<file path="src/rtl/apb_cmd_master.sv">
// APB4 requester: turns a valid/ready command into one SETUP/ACCESS transfer
// and returns read data / error status on a valid/ready response channel.
//
// state  | meaning
// IDLE   | cmd_ready high, waiting for a command
// SETUP  | psel=1, penable=0 (first APB phase)
// ACCESS | psel=1, penable=1, waiting for pready or timeout
// RESP   | rsp_valid high until the response handshake
module apb_cmd_master #(
  parameter int ADDR_WIDTH     = 32,
  parameter int DATA_WIDTH     = 32,
  parameter int TIMEOUT_CYCLES = 256,
  parameter int CNT_WIDTH      = 16
) (
  input  logic                    pclk,
  input  logic                    preset,
  input  logic                    cmd_valid,
  output logic                    cmd_ready,
  input  logic [ADDR_WIDTH-1:0]   cmd_addr,
  input  logic                    cmd_write,
  input  logic [DATA_WIDTH-1:0]   cmd_wdata,
  input  logic [DATA_WIDTH/8-1:0] cmd_strb,
  input  logic [2:0]              cmd_prot,
  output logic                    rsp_valid,
  input  logic                    rsp_ready,
  output logic [DATA_WIDTH-1:0]   rsp_rdata,
  output logic                    rsp_slverr,
  output logic                    rsp_timeout,
  output logic [ADDR_WIDTH-1:0]   paddr,
  output logic                    psel,
  output logic                    penable,
  output logic                    pwrite,
  output logic [DATA_WIDTH-1:0]   pwdata,
  output logic [DATA_WIDTH/8-1:0] pstrb,
  output logic [2:0]              pprot,
  input  logic [DATA_WIDTH-1:0]   prdata,
  input  logic                    pready,
  input  logic                    pslverr
);

  typedef enum logic [1:0] {S_IDLE, S_SETUP, S_ACCESS, S_RESP} state_t;

  localparam logic [CNT_WIDTH-1:0] TO_LIMIT = CNT_WIDTH'(TIMEOUT_CYCLES);
  localparam logic [CNT_WIDTH-1:0] CNT_MAX  = '1;

  state_t                  state_q, state_d;
  logic                    psel_q, psel_d;
  logic                    penable_q, penable_d;
  logic [ADDR_WIDTH-1:0]   paddr_q, paddr_d;
  logic                    pwrite_q, pwrite_d;
  logic [DATA_WIDTH-1:0]   pwdata_q, pwdata_d;
  logic [DATA_WIDTH/8-1:0] pstrb_q, pstrb_d;
  logic [2:0]              pprot_q, pprot_d;
  logic                    rsp_valid_q, rsp_valid_d;
  logic [DATA_WIDTH-1:0]   rsp_rdata_q, rsp_rdata_d;
  logic                    rsp_slverr_q, rsp_slverr_d;
  logic                    rsp_timeout_q, rsp_timeout_d;
  logic [CNT_WIDTH-1:0]    cnt_q, cnt_d;
  logic [CNT_WIDTH-1:0]    cnt_inc;

  // Saturating increment so a disabled timeout can never wrap the counter.
  assign cnt_inc = (cnt_q == CNT_MAX) ? cnt_q : cnt_q + 1'b1;

  always_comb begin
    state_d       = state_q;
    psel_d        = psel_q;
    penable_d     = penable_q;
    paddr_d       = paddr_q;
    pwrite_d      = pwrite_q;
    pwdata_d      = pwdata_q;
    pstrb_d       = pstrb_q;
    pprot_d       = pprot_q;
    rsp_valid_d   = rsp_valid_q;
    rsp_rdata_d   = rsp_rdata_q;
    rsp_slverr_d  = rsp_slverr_q;
    rsp_timeout_d = rsp_timeout_q;
    cnt_d         = cnt_q;
    case (state_q)
      S_IDLE: begin
        if (cmd_valid) begin
          paddr_d  = cmd_addr;
          pwrite_d = cmd_write;
          pwdata_d = cmd_wdata;
          pstrb_d  = cmd_write ? cmd_strb : '0;
          pprot_d  = cmd_prot;
          psel_d   = 1'b1;
          state_d  = S_SETUP;
        end
      end
      S_SETUP: begin
        penable_d = 1'b1;
        state_d   = S_ACCESS;
      end
      S_ACCESS: begin
        if (pready) begin
          rsp_rdata_d   = pwrite_q ? '0 : prdata;
          rsp_slverr_d  = pslverr;
          rsp_timeout_d = 1'b0;
          psel_d        = 1'b0;
          penable_d     = 1'b0;
          rsp_valid_d   = 1'b1;
          state_d       = S_RESP;
        end else begin
          cnt_d = cnt_inc;
          if ((TIMEOUT_CYCLES > 0) && (cnt_inc == TO_LIMIT)) begin
            rsp_rdata_d   = '0;
            rsp_slverr_d  = 1'b1;
            rsp_timeout_d = 1'b1;
            psel_d        = 1'b0;
            penable_d     = 1'b0;
            rsp_valid_d   = 1'b1;
            state_d       = S_RESP;
          end
        end
      end
      S_RESP: begin
        if (rsp_ready) begin
          rsp_valid_d = 1'b0;
          cnt_d       = '0;
          state_d     = S_IDLE;
        end
      end
      default: state_d = S_IDLE;
    endcase
  end

  always_ff @(posedge pclk) begin
    if (preset) begin
      state_q       <= S_IDLE;
      psel_q        <= 1'b0;
      penable_q     <= 1'b0;
      paddr_q       <= '0;
      pwrite_q      <= 1'b0;
      pwdata_q      <= '0;
      pstrb_q       <= '0;
      pprot_q       <= '0;
      rsp_valid_q   <= 1'b0;
      rsp_rdata_q   <= '0;
      rsp_slverr_q  <= 1'b0;
      rsp_timeout_q <= 1'b0;
      cnt_q         <= '0;
    end else begin
      state_q       <= state_d;
      psel_q        <= psel_d;
      penable_q     <= penable_d;
      paddr_q       <= paddr_d;
      pwrite_q      <= pwrite_d;
      pwdata_q      <= pwdata_d;
      pstrb_q       <= pstrb_d;
      pprot_q       <= pprot_d;
      rsp_valid_q   <= rsp_valid_d;
      rsp_rdata_q   <= rsp_rdata_d;
      rsp_slverr_q  <= rsp_slverr_d;
      rsp_timeout_q <= rsp_timeout_d;
      cnt_q         <= cnt_d;
    end
  end

  assign cmd_ready   = (state_q == S_IDLE) && !preset;
  assign psel        = psel_q;
  assign penable     = penable_q;
  assign paddr       = paddr_q;
  assign pwrite      = pwrite_q;
  assign pwdata      = pwdata_q;
  assign pstrb       = pstrb_q;
  assign pprot       = pprot_q;
  assign rsp_valid   = rsp_valid_q;
  assign rsp_rdata   = rsp_rdata_q;
  assign rsp_slverr  = rsp_slverr_q;
  assign rsp_timeout = rsp_timeout_q;

endmodule

</file>
<file path="config.mk">
export PLATFORM = sky130hd
export DESIGN_NAME = apb_cmd_master
export DESIGN_NICKNAME = d
export VERILOG_FILES = /design/src/rtl/apb_cmd_master.sv
export SDC_FILE = /design/constraint.sdc
export NUM_CORES = 1
export LEC_CHECK = 0
export ABC_AREA = 1
export BUFFER_PORTS_ARGS = -buffer_cell sky130_fd_sc_hd__buf_2
export CAP_MARGIN = 20
export CORE_MARGIN = 10
export CORE_UTILIZATION = 30
export DETAILED_ROUTE_END_ITERATION = 7
export GPL_TIMING_DRIVEN = 0
export PLACE_DENSITY = 0.64
export SLEW_MARGIN = 20
export SYNTH_ARGS = -nofsm -noshare
export SYNTH_HDL_FRONTEND = slang
export SYNTH_SLANG_ARGS = --single-unit
</file>
<file path="constraint.sdc">
create_clock -name pclk -period 2.75 [get_ports pclk]
set_clock_uncertainty 0.2 [all_clocks]
set_input_delay 0.1375 -clock pclk [delete_from_list [all_inputs] [get_ports pclk]]
set_output_delay 0.1375 -clock pclk [all_outputs]
set_load 0.01 [all_outputs]
</file>
==> flow_summary_export.csv, run 1 <==
group,metric,value,unit
clock_network,clockRootBuffer,"clkbuf_16",
hold_path,hold_path.class,"flop to flop",
worst_setup_path,cp-start-kind,"flop",
timing,finalMaxSlewViolations,0,
worst_setup_path,arrival,2670,ps
drt,drtIter0Drc,249,
hold_path,hold_start,"rsp_timeout",
die,core_area,16640,um2
global_route,first_global_vias,5860,
pwr,power,6573,uW
timing,rsz0062_at_grt,"no",
clock_network,h-tree-depth,4,
timing,max_freq,394.7,MHz
clock_network,cts_buffers,17,
worst_setup_path,critPathLaunch,"cnt_q[0]",
pwr,powerDensity,800.3,nW/um2
timing,setup_violations,0,
worst_setup_path,max_stage_delay,380,ps
layout,drive_above_1_share,0.2646,
die,dieHeight,150.7,um
run,cap_violations,0,
yosys,yosys.cell_types.count,29,
drt,antenna_left,0,
yosys,synthCells,699,
yosys,ys_seq_elements,127,
placement,gp_congestion,0.8991,
pwr,peakVddDrop,0.5374,mV
layout,finalNetCount,1163,
drt,wl_per_cell,14.73,um
yosys,avgSynthCellArea,7.328,um2
placement,io_buffers,218,
yosys,synth_warnings,0,
die,die_w,150.7,um
worst_setup_path,critical_path.slowest_cell,"dfxtp_4",
timing,finalHoldViolCount,0,
drt,dr.pass1.iters,4,
timing,setup_tns,0,ps
drt,drcViolationCount,0,
clock_network,clkTransAtPathRegs,60,ps
worst_setup_path,critPathRequiredTime,2890,ps
die,rows,47,
global_route,grtUsageTotal,0.1612,
die,ioPinCount,220,
die,dieArea,22700,um2
worst_setup_path,r2r_start,"cnt_q[0]",
worst_setup_path,cpLargestDelayFamily,"simple AND/OR/NAND/NOR gates",
global_route,grt_max_degree,17,
die,start_util,0.3078,
drt,drt-total-wl,18880,um
worst_setup_path,crit_type,"flop to flop",
timing,min_period,2533,ps
clock_network,clk-insertion-delay-late,410,ps
worst_setup_path,path_buf_inv,3,
layout,fillers,1550,
worst_setup_path,crit_fanout,10,
pwr,cellLeakagePower,0.003689,uW
worst_setup_path,end_kind,"flop",
drt,dr_total_vias,5859,
layout,fin_util,0.4935,
yosys,synthesis.area,5122,um2
global_route,globalRouteOverflowTotal,0,
clock_network,cts_tree,"yes",
timing,worstMarginPinSlew,748.3,ps
timing,min_period_over_period,0.9212,
outcome,status,"complete, no violations",
global_route,grt_antenna_before_repair,0,
clock_network,cts.path.max_buffers,2,
drt,viasPerCell,4.570,
layout,diodes,0,
timing,maxSlewHeadroom,0.4973,
worst_setup_path,crit_path_cell_trace,"ha_4 > nand3_2 > inv_2 > nand2_4 > inv_1 > nand2_4 > nand3_1 > nor2_1 > nand2_1 > nor2_2 > nand2_2 > a21oi_4 > buf_6 > nand3_1 > a21oi_1",
yosys,syn_nets,813,
global_route,grt_pass1_wl,29620,um
layout,area_growth,60.33,%
clock_network,cts.sinks,127,
yosys,seq_area_frac_synth,0.4963,
placement,hpwl,13390,um
[path summary, 6_finish.rpt]
check	depth (start not counted)	slack, ps	endpoint
max	15	220	rsp_rdata[10]
min	2	260	rsp_timeout
max reg2reg	15	220	rsp_rdata[10]
min reg2reg	2	260	rsp_timeout
[logic make-up (layout without fill, tap and decap cells)]
family / after synthesis / in the layout / synth area share
AOI/OAI and AO/OA: 136 / 136 / 0.1365
xor gates and xnor gates: 6 / 6 / 0.01026
adders and majority gates: 4 / 4 / 0.009771
buffers and inverters: 72 / 435 / 0.06302
DFF: 127 / 127 / 0.4963
and+or+nand+nor: 354 / 354 / 0.2841
[area by class of cell]
type	instances	area, um2	area share
buffer	41	206.4	0.02514
clock buffer	19	432.9	0.05271
clock inverter	13	127.6	0.01554
inverter	31	118.9	0.01447
multi-input combinational	500	2285	0.2782
sequential	127	2547	0.3102
tap	220	275.3	0.03352
timing repair buffer	331	2220	0.2703
[registers in the layout (all words and copies together) (netlist names)]
register / cells
cnt_q: 16
paddr: 32
penable: 1
pprot: 3
psel: 1
pstrb: 4
pwdata: 32
pwrite: 1
rsp_rdata: 32
rsp_slverr: 1
rsp_timeout: 1
rsp_valid: 1
state_q: 2
[Yosys cell counts, drive strengths merged]
cell type | n | share of area
nand2 | 121 | 0.091
o21ai | 75 | 0.073
xnor2 | 4 | 0.0068
xor2 | 2 | 0.0034
nor3 | 3 | 0.0029
dfxtp | 127 | 0.50
clkinv | 1 | 0.00073
inv | 30 | 0.022
a211oi | 1 | 0.0015
o22ai | 1 | 0.0012
nand4 | 6 | 0.0073
buf | 11 | 0.018
a21oi | 59 | 0.061
ha | 4 | 0.0098
clkbuf | 30 | 0.022
or2 | 1 | 0.0012
nor2 | 169 | 0.13
nand3 | 54 | 0.054
[where the power goes]
group,switching [uW],internal (uW),total (uW)
clock network,887,1260,2150
logic,1250,792,2050
registers,183,2200,2380
[per-stage QoR]
| step | area (um2) | std cells | hold WS [ps] | worst slack [ps] |
|---|---|---|---|---|
| 3_5_place_dp | 6489 | 1137 | 192.4 | -153.4 |
| 4_1_cts | 8182 | 1282 | 222.1 | 5.646 |
| 3_3_place_gp | 6489 | 1137 | 186.0 | -162.3 |
| 2_1_floorplan | 5122 | 699 | 80.45 | 346.7 |
| 6_report | 8213 | 1282 | 261.2 | 216.7 |
| 5_1_grt | 8213 | 1282 | 279.9 | 9.675 |
[timing repair]
action                                 4_1_cts  5_1_grt
pin swaps                                    1        2
endpoints found under the hold margin      114        0
hold buffers                               112        0
setup endpoints to repair                   36       37
buffers inserted                             1        0
resized for setup                            2        8
[routing by layer]
| layer | vias to the layer above | global-route usage | wire, um |
|---|---|---|---|
| met5 | - | 0 | 0 |
| met3 | 35 | 0.07473 | 1849 |
| met2 | 211 | 0.2634 | 8767 |
| met1 | 2638 | 0.1797 | 7869 |
| met4 | 0 | 0.06112 | 397 |
| li1 | 2975 | - | - |
[cell usage in the layout (no fill, tap or decap), types with 4 or more instances in the layout]
cell type,instances
a21oi_1,57
buf_2,221
buf_6,6
clkbuf_1,32
clkbuf_16,17
dfxtp_1,125
dlygate4sd3_1,112
inv_1,28
inv_6,4
nand2_1,115
nand2_2,4
nand3_1,53
nand4_1,6
nor2_1,162
nor2_2,6
o21ai_0,74
xnor2_1,4
[worst reg2reg max path: stages (launching register included)]
cell	delay [ps]
dfxtp_4	380
ha_4	190
nand3_2	120
inv_2	70
nand2_4	80
inv_1	70
nand2_4	110
nand3_1	110
nor2_1	120
nand2_1	70
nor2_2	140
nand2_2	100
a21oi_4	260
buf_6	190
nand3_1	110
a21oi_1	150
(Power assumes the default switching activity.)
==> run 2, diff against run 1 <==
==> constraint.sdc (replaced) <==
create_clock -name pclk -period 2.75 [get_ports pclk]
set_clock_uncertainty 0.2 [all_clocks]
set_input_delay 0.4125 -clock pclk [delete_from_list [all_inputs] [get_ports pclk]]
set_output_delay 0.4125 -clock pclk [all_outputs]
set_load 0.01 [all_outputs]
==> run 2 against run 1 <==
  * Final cell count down 8.7%
  * Largest power group unchanged
  * Clock power about the same
  * Critical path depth up 1
==> flow_summary_export.csv, run 2 (synthesis results as in run 1) <==
group,metric,value,unit
worst_setup_path,max_stage_delay,380,ps
clock_network,clk-insertion-delay-late,410,ps
global_route,grt_pass1_wl,26320,um
run,cap_violations,0,
pwr,peakVddDrop,0.5089,mV
die,rows,47,
pwr,switching_share,0.3529,
worst_setup_path,cp-start-kind,"flop",
layout,area_growth,38.45,%
placement,dp_cells,1137,
hold_path,hold_path.class,"input port to flop",
pwr,pwr-share-comb,0.294,
clock_network,cts.sinks,127,
layout,finalNetCount,1051,
die,core_area,16640,um2
timing,max_freq,396.8,MHz
drt,antenna_left,0,
drt,dr.pass1.iters,4,
placement,hpwl,13390,um
layout,final_common_cell,"buf_2",
drt,drcViolationCount,0,
layout,drive_above_1_share,0.2958,
drt,dr_total_vias,5345,
timing,min_period_over_period,0.9164,
pwr,cellLeakagePower,0.003231,uW
placement,placed_area,6489,um2
timing,min_period,2520,ps
timing,setup_slack,230.0,ps
worst_setup_path,path_buf_inv,4,
layout,layout_common_cells,"buf_2 (221), nor2_1 (162), dfxtp_1 (125)",
global_route,grt_antenna_before_repair,1,
pwr,power_frac_seq,0.371,
pwr,p_switching,2258,uW
layout,stdcell_count,1170,
worst_setup_path,crit_type,"flop to flop",
global_route,first_global_vias,5136,
worst_setup_path,crit_fanout,10,
layout,diodes,0,
clock_network,clockRootBuffer,"clkbuf_16",
clock_network,clkTransAtPathRegs,60,ps
timing,worstMarginPinSlew,744.7,ps
global_route,globalRouteOverflowTotal,0,
die,die_w,150.7,um
die,dieArea,22700,um2
worst_setup_path,arrival,2600,ps
drt,drt-total-wl,17150,um
placement,place_ws,-153.4,ps
global_route,grt_max_degree,17,
clock_network,cts.path.max_buffers,2,
pwr,intPower,4140,uW
drt,drtIter0Drc,224,
die,dieHeight,150.7,um
timing,maxSlewHeadroom,0.4997,
timing,finalHoldViolCount,0,
drt,wl_per_cell,14.66,um
worst_setup_path,critical_path.slowest_cell,"dfxtp_4",
clock_network,cts_tree,"yes",
worst_setup_path,cpLargestDelayFamily,"simple AND/OR/NAND/NOR gates",
pwr,power.share.clock,0.335,
layout,fin_area,7092,um2
die,ioPinCount,220,
timing,rsz0062_at_grt,"no",
timing,whs,41.19,ps
timing,setup_violations,0,
pwr,powerDensity,902.1,nW/um2
worst_setup_path,end_kind,"flop",
worst_setup_path,crit_path_cell_trace,"ha_4 > nand3_2 > inv_2 > nand2_4 > inv_1 > nand2_4 > nand3_1 > nor2_1 > nand2_1 > nor2_2 > nand2_2 > a21oi_4 > inv_4 > buf_6 > nand2_1 > a21oi_1",
clock_network,cts_hold_buf,0,
outcome,status,"complete, no violations",
clock_network,cts_buffers,17,
die,start_util,0.3078,
placement,gp_congestion,0.8991,
global_route,grtUsageTotal,0.1447,
timing,finalMaxSlewViolations,0,
clock_network,h-tree-depth,4,
placement,io_buffers,218,
worst_setup_path,critPathRequiredTime,2830,ps
drt,viasPerCell,4.568,
-- run 2: changes by cell type in the layout (fill, tap and decap cells not counted), sizes merged --
cell,previous run,this run
dlygate4sd3,112,0
-- run 2: timing repair --
action                                  4_1_cts  5_1_grt
resized for setup                             2        8
buffers inserted                              1        0
pin swaps                                     1        2
endpoints found under the setup margin       36       38
-- run 2: area by class of cell --
cell class | count | area [um2]
buffer | 41 | 206.4
clock buffer | 19 | 432.9
clock inverter | 13 | 127.6
fill | 1737 | 9550
inverter | 31 | 118.9
multi-input combinational | 500 | 2285
sequential | 127 | 2547
tap | 220 | 275.3
timing repair buffer | 219 | 1099
-- run 2: worst paths after layout --
| path | from | endpoint | slack [ps] | depth (start not counted) |
|---|---|---|---|---|
| setup / recovery | cnt_q[0] | rsp_rdata[9] | 230 | 16 |
| hold / removal | cmd_addr[13] | paddr[13] | 40 | 3 |
| setup reg to reg | cnt_q[0] | rsp_rdata[9] | 230 | 16 |
| hold reg to reg | rsp_rdata[20] | rsp_rdata[20] | 260 | 2 |
-- run 2: metrics by stage --
stage | TNS, ps | power [uW] | utilization
floorplan | 0 | 3529 | -
global route | 0 | 6824 | 0.4261
detailed placement | -4263 | 4316 | 0.3899
finish | 0 | 6398 | 0.4261
CTS | 0 | 6490 | 0.4243
global placement | -4901 | 4293 | 0.3899
-- run 2: per-layer routing --
metal  up-vias  GRT usage  part of all wire
li1       2745          -                 -
met1      2375     0.1596              0.42
met2       202     0.2328              0.46
met3        21    0.07923              0.11
met4         2    0.04764             0.014
met5         -          0           0.00093
-- run 2: worst register-to-register path: cells and delay by family (launching register included) --
| kind | cells | cell delay [ps] |
|---|---|---|
| flops | 1 | 380 |
| buf+inv | 4 | 380 |
| fa+ha+maj | 1 | 190 |
| compound gates | 2 | 320 |
| simple gates | 9 | 930 |
-- run 2: power groups by stage --
| stage | registers (uW) | clock network [uW] | logic (uW) |
|---|---|---|---|
| floorplan | 2560 | 0 | 967 |
| global placement | 2390 | 0 | 1910 |
| detailed placement | 2410 | 0 | 1910 |
| CTS | 2370 | 2200 | 1920 |
| global route | 2420 | 2270 | 2130 |
| finish | 2370 | 2140 | 1880 |
==> run 3, diff against run 2 <==
--- a/config.mk
+++ b/config.mk
@@ -6,7 +6,7 @@
 export NUM_CORES = 1
 export LEC_CHECK = 0
 export ABC_AREA = 1
-export BUFFER_PORTS_ARGS = -buffer_cell sky130_fd_sc_hd__buf_2
+export BUFFER_PORTS_ARGS = -buffer_cell sky130_fd_sc_hd__buf_4
 export CAP_MARGIN = 20
 export CORE_MARGIN = 10
 export CORE_UTILIZATION = 30
==> constraint.sdc (replaced) <==
create_clock -name pclk -period 2.4 [get_ports pclk]
set_clock_uncertainty 0.2 [all_clocks]
set_input_delay 0.36 -clock pclk [delete_from_list [all_inputs] [get_ports pclk]]
set_output_delay 0.36 -clock pclk [all_outputs]
set_load 0.01 [all_outputs]
==> run 3 against run 2 <==
  * The flow now finishes with violations (setup timing)
  * Clock power up 13%
  * Die area did not move
  * Clock-buffer cell count shrank 1
  * Sequential share of layout area shrank 6.4 points
  * Critical endpoint is now rsp_rdata[5]
==> flow_summary_export.csv, run 3 (synthesis results as in run 1) <==
group,metric,value,unit
die,start_util,0.3078,
drt,wl_met1,7563,um
layout,layout_common_cells,"buf_4 (227), nor2_1 (156), dfxtp_1 (116)",
clock_network,clkTransAtPathRegs,60,ps
drt,top_layer_used,"met4",
worst_setup_path,reg2reg_slack,-80,ps
timing,setup_slack,-80.54,ps
global_route,first_global_vias,5605,
run,cap_violations,0,
drt,dr.pass1.iters,5,
global_route,globalRouteOverflowTotal,0,
die,rows,47,
timing,finalHoldViolCount,0,
worst_setup_path,crit_path_cell_trace,"ha_4 > nand3_4 > inv_4 > nand2_8 > nand2_4 > nand2_4 > nor3_4 > nand3_1 > nor2_1 > nand2_2 > a21oi_4 > buf_6 > inv_8 > buf_8 > nand2_1 > a21oi_1",
clock_network,cts.path.max_buffers,2,
die,die_w,150.7,um
layout,fillers,1569,
global_route,grt_max_degree,17,
global_route,grt_antenna_before_repair,0,
worst_setup_path,arrival,2560,ps
clock_network,clk-insertion-delay-late,410,ps
die,dieArea,22700,um2
drt,drt-total-wl,19110,um
drt,wl_met3,2171,um
worst_setup_path,crit_type,"flop to flop",
outcome,violations,"setup timing",
worst_setup_path,cpLargestDelayFamily,"simple AND/OR/NAND/NOR gates",
layout,finalNetCount,1124,
clock_network,cts_tree,"yes",
placement,gp_congestion,0.8576,
hold_path,hold_path.class,"input port to flop",
worst_setup_path,end_kind,"flop",
timing,max_freq,403.1,MHz
pwr,peakVddDrop,0.6483,mV
pwr,cellLeakagePower,0.003728,uW
outcome,status,"complete, but fails checks",
timing,rsz0062_at_grt,"yes",
drt,antenna_left,0,
timing,finalMaxSlewViolations,0,
die,ioPinCount,220,
placement,hpwl,13540,um
timing,maxSlewHeadroom,0.6221,
worst_setup_path,crit_top_cell,"nand2_4",
drt,viasPerCell,4.633,
worst_setup_path,cp-start-kind,"flop",
layout,diodes,0,
drt,wl_per_cell,15.40,um
drt,drtIter0Drc,301,
clock_network,clockRootBuffer,"clkbuf_16",
clock_network,cts_buffers,17,
placement,io_buffers,218,
global_route,grtUsageTotal,0.1583,
global_route,grt_pass1_wl,29030,um
worst_setup_path,crit_fanout,10,
drt,dr_total_vias,5749,
drt,met2WireLength,9156,um
worst_setup_path,max_stage_delay,380,ps
layout,area_growth,69.54,%
die,dieHeight,150.7,um
worst_setup_path,critical_path.slowest_cell,"dfxtp_4",
pwr,powerDensity,903.1,nW/um2
timing,whs,11.76,ps
layout,final_common_cell,"buf_4",
clock_network,cts.sinks,127,
timing,worstMarginPinSlew,566.8,ps
clock_network,h-tree-depth,4,
die,core_area,16640,um2
timing,min_period_over_period,1.034,
drt,drcViolationCount,0,
layout,drive_above_1_share,0.3418,
worst_setup_path,critPathRequiredTime,2480,ps
timing,setup_violations,37,
placement,place_ws,-507.0,ps
timing,min_period,2481,ps
worst_setup_path,path_buf_inv,4,
run 3: layer usage:
metal,vias to the layer above,track usage
met2,228,0.2590
met5,-,0
met1,2609,0.1749
met4,0,0.04524
li1,2893,-
met3,19,0.08493
run 3: layout make-up:
| class | instances | area (um2) | share of cell area |
|---|---|---|---|
| plain buffers | 38 | 197.7 | 0.02276 |
| clock buffers | 18 | 439.2 | 0.05057 |
| clock inverters | 12 | 111.4 | 0.01282 |
| inverters | 31 | 128.9 | 0.01484 |
| multi-input cells | 500 | 2524 | 0.2906 |
| flip-flops and latches | 127 | 2564 | 0.2952 |
| well taps | 220 | 275.3 | 0.03170 |
| repair buffers | 295 | 2445 | 0.2815 |
run 3: through the flow:
stage	TNS (ps)	cells	instance area, um2	power, uW	util
2_1_floorplan	0	699	5125	4044	-
3_5_place_dp	-17730	1137	7037	5220	0.4228
3_3_place_gp	-17820	1137	7037	5193	0.4228
4_1_cts	-37.56	1238	8392	7824	0.5042
6_report	-2216	1241	8685	7843	0.5218
5_1_grt	-6068	1241	8685	8347	0.5218
run 3: path summary, 6_finish.rpt:
| check | startpoint | endpoint | cells after the start |
|---|---|---|---|
| min | cmd_addr[13] | paddr[13] | 3 |
| max | cnt_q[0] | rsp_rdata[5] | 16 |
| max reg2reg | cnt_q[0] | rsp_rdata[5] | 16 |
| min reg2reg | rsp_rdata[25] | rsp_rdata[25] | 2 |
run 3: worst min-delay path, delay by kind of cell:
kind	cells	cell delay, ps
and+or+nand+nor	1	80
buffers and inverters	1	80
AOI/OAI and AO/OA	1	80
run 3: what timing repair did:
action                                  in CTS  in global routing
setup buffers                               13                  3
resized for setup                           30                 67
pin swaps                                    9                 19
gates cloned                                 1                  2
hold buffers                                58                  0
endpoints found under the hold margin       58                  0
endpoints found under the setup margin      42                 52
run 3: power breakdown:
part           internal, uW  switching, uW
registers              2520            223
logic                  1200           1480
clock network          1450            975
total                  5170           2680
